<file path="config.mk">
export PLATFORM = sky130hd
export DESIGN_NAME = mux_scan_sequencer_flat
export DESIGN_NICKNAME = d
export VERILOG_FILES = /design/src/rtl/mux_scan_if.sv /design/src/rtl/mux_scan_sequencer.sv /design/src/flat_wrapper.sv
export SDC_FILE = /design/constraint.sdc
export NUM_CORES = 1
export LEC_CHECK = 0
export CAP_MARGIN = 20
export CORE_MARGIN = 2
export CORE_UTILIZATION = 40
export DETAILED_ROUTE_END_ITERATION = 16
export MAX_ROUTING_LAYER = met4
export PLACE_DENSITY = 0.67
export REMOVE_ABC_BUFFERS = 1
export SYNTH_ARGS = -nofsm -noshare
export SYNTH_HDL_FRONTEND = slang
export SYNTH_SLANG_ARGS = --single-unit
</file>
<file path="constraint.sdc">
create_clock -name clk -period 1.9 [get_ports clk]
set_input_delay 0.38 -clock clk [delete_from_list [all_inputs] [get_ports clk]]
set_output_delay 0.38 -clock clk [all_outputs]
set_load 0.1 [all_outputs]
</file>
<file path="src/rtl/mux_scan_if.sv">
// Mux select/return path plus the downstream valid/ready sample channel.
interface mux_scan_if #(
  parameter int unsigned WIDTH = 4
);
  logic [2:0]       sel;
  logic [WIDTH-1:0] mux_y;
  logic [WIDTH-1:0] out_data;
  logic [2:0]       out_ch;
  logic             out_valid;
  logic             out_ready;

  modport master (
    output sel,
    input  mux_y,
    output out_data,
    output out_ch,
    output out_valid,
    input  out_ready
  );

  modport slave (
    input  sel,
    output mux_y,
    input  out_data,
    input  out_ch,
    input  out_valid,
    output out_ready
  );
endinterface

</file>
<file path="src/rtl/mux_scan_sequencer.sv">
// Sweeps enabled mux channels in ascending order, waits DWELL cycles per select,
// captures the mux output and offers {channel, data} on a valid/ready handshake.
module mux_scan_sequencer #(
  parameter int unsigned WIDTH = 4,
  parameter int unsigned DWELL = 2
) (
  input  logic       clk,
  input  logic       rst_n,
  input  logic       start,
  input  logic       stop,
  input  logic       continuous,
  input  logic [7:0] en_mask,
  output logic       busy,
  output logic       sweep_done,
  mux_scan_if.master bus
);

  localparam int unsigned CW = 4;

  typedef enum logic [1:0] {
    IDLE   = 2'd0,
    SETTLE = 2'd1,
    HOLD   = 2'd2
  } state_t;

  state_t           state, state_nxt;
  logic [2:0]       sel_q, sel_nxt;
  logic [CW-1:0]    cnt_q, cnt_nxt;
  logic [7:0]       mask_q, mask_nxt;
  logic             cont_q, cont_nxt;
  logic [WIDTH-1:0] data_q, data_nxt;
  logic [2:0]       ch_q, ch_nxt;
  logic             valid_q, valid_nxt;
  logic             done_q, done_nxt;
  logic             busy_q, busy_nxt;
  logic [7:0]       higher;

  function automatic logic [2:0] lowest_set(input logic [7:0] m);
    lowest_set = '0;
    for (int i = 7; i >= 0; i--) begin
      if (m[i]) lowest_set = 3'(i);
    end
  endfunction

  // Enabled channels above the current select in the latched mask
  always_comb begin
    higher = '0;
    for (int i = 0; i < 8; i++) begin
      higher[i] = mask_q[i] && (3'(i) > sel_q);
    end
  end

  // State register
  always_ff @(posedge clk or negedge rst_n) begin
    if (!rst_n) state <= IDLE;
    else        state <= state_nxt;
  end

  // Next-state logic
  always_comb begin
    state_nxt = state;
    case (state)
      IDLE: begin
        if (!stop && start && (en_mask != 8'd0)) state_nxt = SETTLE;
      end
      SETTLE: begin
        if (stop)                state_nxt = IDLE;
        else if (cnt_q == '0)    state_nxt = HOLD;
      end
      HOLD: begin
        if (stop) begin
          state_nxt = IDLE;
        end else if (bus.out_ready) begin
          if (higher != 8'd0)                     state_nxt = SETTLE;
          else if (cont_q && (en_mask != 8'd0))   state_nxt = SETTLE;
          else                                    state_nxt = IDLE;
        end
      end
      default: state_nxt = IDLE;
    endcase
  end

  // Output / datapath next values
  always_comb begin
    sel_nxt   = sel_q;
    cnt_nxt   = cnt_q;
    mask_nxt  = mask_q;
    cont_nxt  = cont_q;
    data_nxt  = data_q;
    ch_nxt    = ch_q;
    valid_nxt = valid_q;
    done_nxt  = 1'b0;
    busy_nxt  = (state_nxt != IDLE);
    case (state)
      IDLE: begin
        if (!stop && start && (en_mask != 8'd0)) begin
          mask_nxt = en_mask;
          cont_nxt = continuous;
          sel_nxt  = lowest_set(en_mask);
          cnt_nxt  = CW'(DWELL - 1);
        end
      end
      SETTLE: begin
        if (stop) begin
          valid_nxt = 1'b0;
        end else if (cnt_q == '0) begin
          data_nxt  = bus.mux_y;
          ch_nxt    = sel_q;
          valid_nxt = 1'b1;
        end else begin
          cnt_nxt = cnt_q - CW'(1);
        end
      end
      HOLD: begin
        if (stop) begin
          valid_nxt = 1'b0;
        end else if (bus.out_ready) begin
          valid_nxt = 1'b0;
          cnt_nxt   = CW'(DWELL - 1);
          if (higher != 8'd0) begin
            sel_nxt = lowest_set(higher);
          end else begin
            done_nxt = 1'b1;
            if (cont_q) begin
              mask_nxt = en_mask;
              if (en_mask != 8'd0) sel_nxt = lowest_set(en_mask);
            end
          end
        end
      end
      default: valid_nxt = 1'b0;
    endcase
  end

  // Datapath registers
  always_ff @(posedge clk or negedge rst_n) begin
    if (!rst_n) begin
      sel_q   <= '0;
      cnt_q   <= '0;
      mask_q  <= '0;
      cont_q  <= 1'b0;
      data_q  <= '0;
      ch_q    <= '0;
      valid_q <= 1'b0;
      done_q  <= 1'b0;
      busy_q  <= 1'b0;
    end else begin
      sel_q   <= sel_nxt;
      cnt_q   <= cnt_nxt;
      mask_q  <= mask_nxt;
      cont_q  <= cont_nxt;
      data_q  <= data_nxt;
      ch_q    <= ch_nxt;
      valid_q <= valid_nxt;
      done_q  <= done_nxt;
      busy_q  <= busy_nxt;
    end
  end

  assign bus.sel       = sel_q;
  assign bus.out_data  = data_q;
  assign bus.out_ch    = ch_q;
  assign bus.out_valid = valid_q;
  assign busy          = busy_q;
  assign sweep_done    = done_q;

endmodule

</file>
<file path="src/flat_wrapper.sv">
// flat-port wrapper written by rule: the top's interface ports become plain ports
module mux_scan_sequencer_flat 
#(
  parameter int unsigned WIDTH = 4,
  parameter int unsigned DWELL = 2
)
  (clk, rst_n, start, stop, continuous, en_mask, busy, sweep_done, bus_sel, bus_mux_y, bus_out_data, bus_out_ch, bus_out_valid, bus_out_ready);
  mux_scan_if #(.WIDTH(WIDTH)) bus_i ();
  input  logic clk;
  input  logic rst_n;
  input  logic start;
  input  logic stop;
  input  logic continuous;
  input  logic [7:0] en_mask;
  output logic busy;
  output logic sweep_done;
  output wire logic [$bits(bus_i.sel)-1:0] bus_sel;
  input wire logic [$bits(bus_i.mux_y)-1:0] bus_mux_y;
  output wire logic [$bits(bus_i.out_data)-1:0] bus_out_data;
  output wire logic [$bits(bus_i.out_ch)-1:0] bus_out_ch;
  output wire logic [$bits(bus_i.out_valid)-1:0] bus_out_valid;
  input wire logic [$bits(bus_i.out_ready)-1:0] bus_out_ready;
  assign bus_sel = bus_i.sel;
  assign bus_i.mux_y = bus_mux_y;
  assign bus_out_data = bus_i.out_data;
  assign bus_out_ch = bus_i.out_ch;
  assign bus_out_valid = bus_i.out_valid;
  assign bus_i.out_ready = bus_out_ready;
  mux_scan_sequencer #(.WIDTH(WIDTH), .DWELL(DWELL)) u_core (.clk(clk), .rst_n(rst_n), .start(start), .stop(stop), .continuous(continuous), .en_mask(en_mask), .busy(busy), .sweep_done(sweep_done), .bus(bus_i));
endmodule
</file>
## Yosys cells after proc, flatten, opt, wreduce, memory -nomap -nowiden

Cells that the tools add are included.

- Bits in registers: 28
- Input port bits: 18
- Output and inout port bits: 13
- Logic and storage cells: 111

- Add/subtract/negate cells: 1
- $lt $le $gt $ge: 8
- Eq/ne operators: 13
- Mux-type cells: 52
- Bitwise operators: 2
- Reductions and logical operators: 25

Operator list:

| cell | number |
|---|---|
| 3-bit two-way mux | 22 |
| 8-bit two-way mux | 5 |
| 4-bit two-way mux | 5 |
| 6-bit AND reduction | 3 |
| 8-bit one-hot mux with 2 select lines | 1 |
| 8-bit nonzero test | 2 |
| 3-bit greater-than comparator (first input constant) | 4 |
| 2-bit two-way mux | 6 |
| 4-bit one-hot mux with 3 select lines | 1 |
| 1-bit logical AND | 11 |
| 2-bit inequality test (second input constant) | 5 |
| 1-bit two-way mux | 9 |
| 1-bit by 3-bit greater-than comparator with 1-bit output (first input constant) | 2 |
| 2-bit by 3-bit greater-than comparator with 1-bit output (first input constant) | 2 |
| 3-bit by 1-bit inequality test with 1-bit output (second input constant) | 2 |
| 2-bit one-hot mux with 3 select lines | 1 |
| 3-bit one-hot mux with 2 select lines | 1 |
| 3-bit AND reduction | 2 |
| 4-bit zero test | 1 |
| 2-bit by 1-bit inequality test with 1-bit output (second input constant) | 2 |
| 2-bit nonzero test | 2 |
| 4-bit by 1-bit subtractor with 4-bit output (second input constant) | 1 |
| 3-bit by 2-bit inequality test with 1-bit output (second input constant) | 1 |
| 3-bit inequality test (second input constant) | 1 |
| other kinds (8) | 9 |

## Logic depth before layout (Yosys ltp)

- Word-level depth: 14
- Gate-level depth with buffers: 7
- Mapped depth without buffers: 7

## Worst setup path before layout

OpenSTA, ideal clock, no wires.

- Path type: register -> register
- Start: register u_core.sel_q[1], in the netlist u_core.bus.sel[1]
- End: register u_core.mask_q[1]
- Library setup time: 0.125 ns
- Arrival time: 2.389 ns
- Data required time: 1.775 ns
- Path slack: -0.614 ns
- Stages on the path, launching flop included: 7
- Buffers on the path: 1
- Period minus slack after synthesis: 2.514 ns
- Cell sequence: dfrtp_1 -> buf_2 -> o2bb2ai_1 -> o2111a_1 -> nand4_1 -> a21boi_4 -> mux2_4

- Cells in the longest elaborated chain, start to end: 5
- Elaborated cells between the ends (all ways): 19
- Classes of those cells: 8 x order compare; 1 x eq/ne; 10 x reduce/logical

Ends and longest elaborated chain:

| what | RTL line | source |
|---|---|---|
| start, declared | mux_scan_sequencer.sv:27 | `logic [2:0] sel_q, sel_nxt;` |
| start signal, assigned | mux_scan_sequencer.sv:148 | `sel_q <= sel_nxt;` |
| 1-bit by 3-bit greater-than comparator with 1-bit output, or another cell as far along | mux_scan_sequencer.sv:49 | `higher[i] = mask_q[i] && (3'(i) > sel_q);` |
| 1-bit logical AND | mux_scan_sequencer.sv:49 |  |
| 8-bit nonzero test (*) | mux_scan_sequencer.sv:120 | `if (higher != 8'd0) begin` |
| 2-bit inequality test (no line) (*) | -- |  |
| 6-bit AND reduction (no line) (*) | -- |  |
| end signal, assigned | mux_scan_sequencer.sv:150 | `mask_q <= mask_nxt;` |
| end, declared | mux_scan_sequencer.sv:29 | `logic [7:0] mask_q, mask_nxt;` |

Every way passes the cells marked *; elsewhere a longest branch is shown, timed or not.
A chain may end at the register's enable or synchronous reset.

## Worst setup path after layout

- Start: input en_mask[0]
- End: register u_core.mask_q[6]

- Cells in the longest elaborated chain, start to end: 4

Ends and longest elaborated chain:

| what | RTL line | source |
|---|---|---|
| start, declared | flat_wrapper.sv:14 | `input logic [7:0] en_mask;` |
| 8-bit nonzero test | mux_scan_sequencer.sv:96 | `if (!stop && start && (en_mask != 8'd0)) begin` |
| 1-bit logical AND | mux_scan_sequencer.sv:96 |  |
| 2-bit by 1-bit inequality test with 1-bit output (no line) | -- |  |
| 6-bit AND reduction (no line) | -- |  |

No other way between the ends.

==> metrics.yaml <==
worstSetupEndpointType: "flip-flop"
final_max_slew_viol_count: 0
setup_viol: 7
io_pins: 31
period_needed_ns: 1.93
wl_per_cell_microns: 13.4
clkLatencyLatePin_ns: 0.26
dp_slack_ns: -0.527
syn_area_per_cell_sq_um: 10.5
gr-total-overflow: 0
rr_endpoint: "u_core.mask_q[6]"
path_clk_slew_ns: 0.08
grt_pass1_vias: 1334
dp_hpwl_microns: 2780
max_freq_mhz: 518
syn-cell-area_sq_um: 1520
critPathLaunchType: "primary input"
core_area_sq_um: 3660
crit_required_ns: 2.05
relSlewSlack: 0.758
slowest_stage: "or4_4"
outcome: "finished, violations left"
synthFlopType: "dfrtp_1"
synthToLayoutAreaGrowth_pct: 45.4
wirelength_microns: 3490
portBuffers: 30
cp_top_family: "simple AND/OR/NAND/NOR gates"
dr_total_vias: 1352
p_per_area_nw_per_um2: 1670
start_util: 0.416
grt.total_usage: 0.174
fin_worst_skew_ns: 0.00311
fin_nets: 233
drive_above_1_share: 0.354
maxCapViolCount: 0
r2r.worst_path.cells: 6
clock_path_buffers: 2
dieArea_sq_um: 4320
cellLeakagePower_nw: 1.06
fin_ws_ns: -0.0312
min_path_type: "primary input to async pin"
ys_seq_area_frac: 0.443
drt-initial-drc-count: 38
drt_first_pass_iters: 4
async_flop_share: 1.00
grt_pass1_wl_microns: 5740
gp_congestion: 0.828
hold_viol: 0
yosysWarnings: 0
clockRootBuffer: "clkbuf_8"
die_x_microns: 65.7
antenna_found_initial: 0
finalSetupTns_ns: -0.182
antenna_cells: 0
syn_inst: 145
worst_pin_slew_ns: 0.360
crit_buf_inv: 1
synth_edf_count: 0
crit_arrival_ns: 2.08
num_rows: 22
rr_startpoint: "u_core.state[0]"
grt_max_degree: 28
ys_types: 49
critPathMaxFanout: 7
peakVddDrop_mv: 0.604
crit_path_max_incr_delay_ns: 0.52
fin_crit_sh: 1.02
path_cells: "dlygate4sd2_1 -> or4_4 -> o21a_1 -> or2_4 -> a21boi_4 -> mux2_4"
ant_nets: 0
post-route-drc-count: 0
numCtsBuffers: 3
htree_levels: 1
worst-r2r-setup-slack_ns: 0.02
hold_buffers: 0
critical_path_class: "primary input to flip-flop"
cts_tree: "yes"
avgViaCountPerCell: 5.20
rsz0062_at_grt: "true"
violations: "negative setup slack"
synth_seq_cells: 27
clock_sinks: 27
die_y_microns: 65.7
n_fill_cell: 307
## cell usage in the layout (no fill, tap or decap), types with 2 or more instances in the layout
cell / netlist / final
clkbuf_8: 0 / 3
and2b_2: 2 / 2
dfrtp_2: 0 / 2
inv_1: 7 / 7
buf_12: 0 / 4
buf_4: 0 / 46
o22ai_1: 3 / 3
mux2_1: 5 / 5
dfrtp_1: 27 / 25
or4_4: 1 / 2
ha_1: 2 / 2
xor2_1: 2 / 2
nand3b_1: 2 / 2
clkdlybuf4s50_1: 0 / 7
mux2_4: 7 / 7
nand2b_1: 7 / 7
o21a_1: 2 / 2
clkdlybuf4s15_1: 0 / 3
o31ai_1: 2 / 2
dlygate4sd2_1: 0 / 7
nor2_1: 13 / 13
a221oi_1: 2 / 2
nor3_1: 3 / 3
o21ai_0: 5 / 5
o21ai_1: 2 / 2
nor2b_1: 2 / 2
a21o_1: 2 / 2
mux2_2: 3 / 3
a21oi_1: 6 / 6
nand2_1: 9 / 9
## cells in the mapped netlist, types with 2 or more instances
cell type | number | area [sq um]
ha_1 | 2 | 25.0
o22ai_1 | 3 | 18.8
a21o_1 | 2 | 15.0
dfrtp_1 | 27 | 676
mux2_1 | 5 | 56.3
mux2_4 | 7 | 105
clkbuf_1 | 3 | 11.3
nand2_1 | 9 | 33.8
o21a_1 | 2 | 15.0
a21oi_1 | 6 | 30.0
mux2_2 | 3 | 33.8
nand3b_1 | 2 | 15.0
nand2b_1 | 7 | 43.8
a221oi_1 | 2 | 17.5
o21ai_0 | 5 | 25.0
o31ai_1 | 2 | 15.0
or4_1 | 2 | 15.0
o21ai_1 | 2 | 10.0
nor3_1 | 3 | 15.0
and2b_2 | 2 | 17.5
nor2b_1 | 2 | 12.5
nor2_1 | 13 | 48.8
inv_1 | 7 | 26.3
xor2_1 | 2 | 17.5
## cell families after synthesis
group / after synthesis / share of synthesized area
XOR/XNOR: 2 / 0.0115
AND/OR/NAND/NOR: 54 / 0.213
buffers and inverters: 11 / 0.0279
AO/OA/AOI/OAI: 33 / 0.154
multiplexers: 16 / 0.135
flip-flops: 27 / 0.443
adder cells (fa/ha/maj): 2 / 0.0164
## how the worst max path moves through the flow
stage / startpoint / to / slack (ns) / cells after the start
floorplan: u_core.bus.sel[2] / u_core.mask_q[1] / -0.54 / 5
global placement: en_mask[5] / u_core.mask_q[7] / -0.50 / 6
detailed placement: en_mask[5] / u_core.mask_q[6] / -0.53 / 6
CTS: u_core.state[1] / u_core.mask_q[6] / -0.01 / 6
global route: u_core.state[0] / u_core.mask_q[6] / -0.07 / 6
finish: en_mask[0] / u_core.mask_q[6] / -0.03 / 6
## stage by stage
stage	hold WS, ns	util	cells	cell area [sq um]	total power [mW]
global route	0.497	0.605	260	2220	3.91
global placement	0.468	0.587	254	2150	3.32
finish	0.475	0.605	260	2220	3.71
detailed placement	0.484	0.587	254	2150	3.38
CTS	0.493	0.603	259	2210	3.71
floorplan	0.0844	-	141	1510	2.57
## final cells by class
type	count	area, sq um	share of cell area
inverters	7	26.3	0.0119
multi-input cells	107	820	0.370
flip-flops and latches	27	678	0.306
clock buffers	4	45.0	0.0203
well taps	48	60.1	0.0271
repair buffers	67	587	0.265
## registers in the layout, indices dropped and copies added, names as in the netlist, 2 cells and up
signal               count
u_core.bus.out_ch        3
u_core.state             2
u_core.bus.sel           3
u_core.mask_q            7
u_core.cnt_q             4
u_core.bus.out_data      4
## layer usage
metal | vias up | wire, microns | global-route usage
met1 | 639 | 1550 | 0.213
met3 | 10 | 184 | 0.0240
met5 | - | 0 | -
met4 | 0 | 72 | 0.0625
met2 | 44 | 1690 | 0.294
li1 | 659 | - | -
## timing repair
action / in CTS / in global routing
setup buffers: 1 / 2
pin swaps: 4 / 2
resized for setup: 17 / 1
setup endpoints to repair: 12 / 9
gates cloned: 0 / 0
## power breakdown
part | total (mW) | internal (mW) | switching (mW)
clock | 0.316 | 0.150 | 0.166
combinational | 2.35 | 0.907 | 1.45
sequential | 1.04 | 0.822 | 0.217
total | 3.71 | 1.88 | 1.83
## worst reg2reg max path: stages (launching register included)
cell and delay (ns):
dfrtp_1 0.41, nor4b_4 0.26, buf_4 0.16, o21a_1 0.13, or2_4 0.12, a21boi_4 0.35, mux2_4 0.34
(Power assumes the default switching activity.)
==> patch: new RTL, config.mk and constraints unchanged <==
Take the reset off `data_q` and load it in a clocked block of its own.
--- a/src/rtl/mux_scan_sequencer.sv
+++ b/src/rtl/mux_scan_sequencer.sv
@@ -139,7 +139,6 @@
       cnt_q   <= '0;
       mask_q  <= '0;
       cont_q  <= 1'b0;
-      data_q  <= '0;
       ch_q    <= '0;
       valid_q <= 1'b0;
       done_q  <= 1'b0;
@@ -149,12 +148,15 @@
       cnt_q   <= cnt_nxt;
       mask_q  <= mask_nxt;
       cont_q  <= cont_nxt;
-      data_q  <= data_nxt;
       ch_q    <= ch_nxt;
       valid_q <= valid_nxt;
       done_q  <= done_nxt;
       busy_q  <= busy_nxt;
     end
+  end
+
+  always_ff @(posedge clk) begin
+    data_q <= data_nxt;
   end
 
   assign bus.sel       = sel_q;
Behaviour: differs if rst_n is asserted again (counterexample within 4 cycles, from zero or initial values and one cycle with rst_n low); with rst_n held inactive, the same outputs for 10 cycles.
==> patch against the original RTL <==
The run still ends with setup timing left; hold slack worse by 0.021 ns; worst setup slack worse by 0.0063 ns; critical path depth unchanged; sequential cell count unchanged; highest routed layer unchanged; cell area up 0.73%; clock skew up 0.0015 ns; core utilization up 0.91 points; sequential share of layout area up 0.67 points; largest power group unchanged; area after synthesis down 1.4%; total power down 8.0%; routed wire length up 11%; via count up 0.89%.
==> patch: results (changes against the original RTL) <==
----------------------------------------------------
[Detailed routing]
  Post-Route M1 WL ... 1.52 mm (was 1.55 mm)
  Detailed-routed wire length on met3 ... 229 um (was 184 um)
  Routed met2 length ... 2.05 mm (was 1.69 mm)
  Post-Route WL ... 3.89 mm (was 3.49 mm)
  Number of vias in the routed layout ... 1,364 (was 1,352)
  Routed len/inst ... 15.2 um (was 13.4 um)
  Number of DRC markers in iteration 0 ... 41 (was 38)

[Yosys]
  Fraction of registers with async set/reset ... 0.852 (was 1.00)
  Commonest cells in the netlist ... sky130_fd_sc_hd__dfrtp_1 (23), sky130_fd_sc_hd__nor2_1 (13), sky130_fd_sc_hd__nand2_1 (9), sky130_fd_sc_hd__inv_1 (8) (was sky130_fd_sc_hd__dfrtp_1 (27), sky130_fd_sc_hd__nor2_1 (13), sky130_fd_sc_hd__nand2_1 (9))
  Seq/Total Area, Yosys ... 0.463 (was 0.443)
  Yosys cell types ... 50 (was 49)
  EDFF count, synth ... 4 (was 0)
  Ranking of synthesized cells by area ... sky130_fd_sc_hd__dfrtp_1 (38%), sky130_fd_sc_hd__edfxtp_1 (8.0%), sky130_fd_sc_hd__mux2_4 (7.0%) (was sky130_fd_sc_hd__dfrtp_1 (44%), sky130_fd_sc_hd__mux2_4 (6.9%), sky130_fd_sc_hd__mux2_1 (3.7%))

[Layout]
  Area used by multi-input combinational logic ... 821 um2 (was 820 um2)
  Layout cell share with drive strength beyond 1 ... 0.399 (was 0.354)
  Filler Cells Inserted ... 294 (was 307)

[Run status]
  Violations in the final reports ... setup timing (unchanged)
  Outcome ... finished with violations (unchanged)

[Pwr]
  Leakage power of the design ... 1.04 nW (was 1.06 nW)
  Reg power frac ... 0.303 (was 0.280)
  Internal power consumption ... 1.81 mW (was 1.88 mW)
  Fraction of power consumed by the clock network ... 0.094 (was 0.085)

[Worst setup path]
  Number of cell instances on the worst register-to-register path ... 5 (was 6)
  Arr. time, crit path ... 2.10 ns (was 2.08 ns)

[Timing]
  Largest clock skew in the final design ... 0.00465 ns (was 0.00311 ns)
  Number of failing setup endpoints in the final timing report ... 7 (unchanged)
  Setup ws final ... -0.0374 ns (was -0.0312 ns)
  Total negative setup slack ... -0.232 ns (was -0.182 ns)

[Global route]
  Gr usage total ... 0.188 (was 0.174)
  Global-route wire length before repair ... 6.03 mm (was 5.74 mm)
  Number of global-route vias before repair ... 1,323 (was 1,334)
  Largest net degree at the start of global routing ... 24 (was 28)

[Placed design]
  Post-placement worst setup slack ... -0.531 ns (was -0.527 ns)
  Placed cell areas ... 0.00210 mm2 (was 0.00215 mm2)
  Placed Instances ... 248 (was 254)

----------------------------------------------------
-- patch: cell type report --
| cell class | instances | area share |
|---|---|---|
| Multi-Input combinational cell | 103 | 0.368 |
| Sequential cell | 27 | 0.313 |
| Timing Repair Buffer | 66 | 0.258 |
| Tap cell | 48 | 0.0269 |
| Clock buffer | 3 | 0.0185 |
| Inverter | 8 | 0.0135 |
| Clock inverter | 1 | 0.00224 |
-- patch: cells by family (layout without fill, tap and decap cells) --
kind of cell	after synthesis	after routing	share of synthesized area
buffers and inverters	12	78	0.0308
multiplexers	12	12	0.107
flip-flops	27	27	0.463
XOR/XNOR	2	2	0.0117
AO/OA/AOI/OAI	33	33	0.156
adder cells (fa/ha/maj)	2	2	0.0167
AND/OR/NAND/NOR	54	54	0.216
-- patch: worst paths after layout --
path,from,endpoint,slack [ns]
setup / recovery,en_mask[4],u_core.mask_q[5]$_DFFE_PN0P_,-0.04
hold / removal,rst_n,u_core.bus.out_valid$_DFFE_PN0P_,0.45
setup reg to reg,u_core.mask_q[5]$_DFFE_PN0P_,u_core.mask_q[5]$_DFFE_PN0P_,-0.02
hold reg to reg,u_core.bus.out_ch[1]$_DFFE_PN0P_,u_core.bus.out_ch[1]$_DFFE_PN0P_,0.50
max in group asynchronous,rst_n,u_core.bus.sel[1]$_DFFE_PN0P_,1.19
min in group clk,u_core.bus.out_ch[1]$_DFFE_PN0P_,u_core.bus.out_ch[1]$_DFFE_PN0P_,0.50
-- patch: metal layers --
layer / track usage / vias up
li1: - / 644
met1: 0.216 / 658
met2: 0.328 / 53
met3: 0.0291 / 9
met4: 0.0807 / 0
met5: - / -
-- patch: repair_timing --
item                       CTS  global route
buffers inserted             0             4
gates resized for setup     14            11
setup endpoints to repair   12            13
pin swaps                    3             5
hold endpoints to repair     0             0
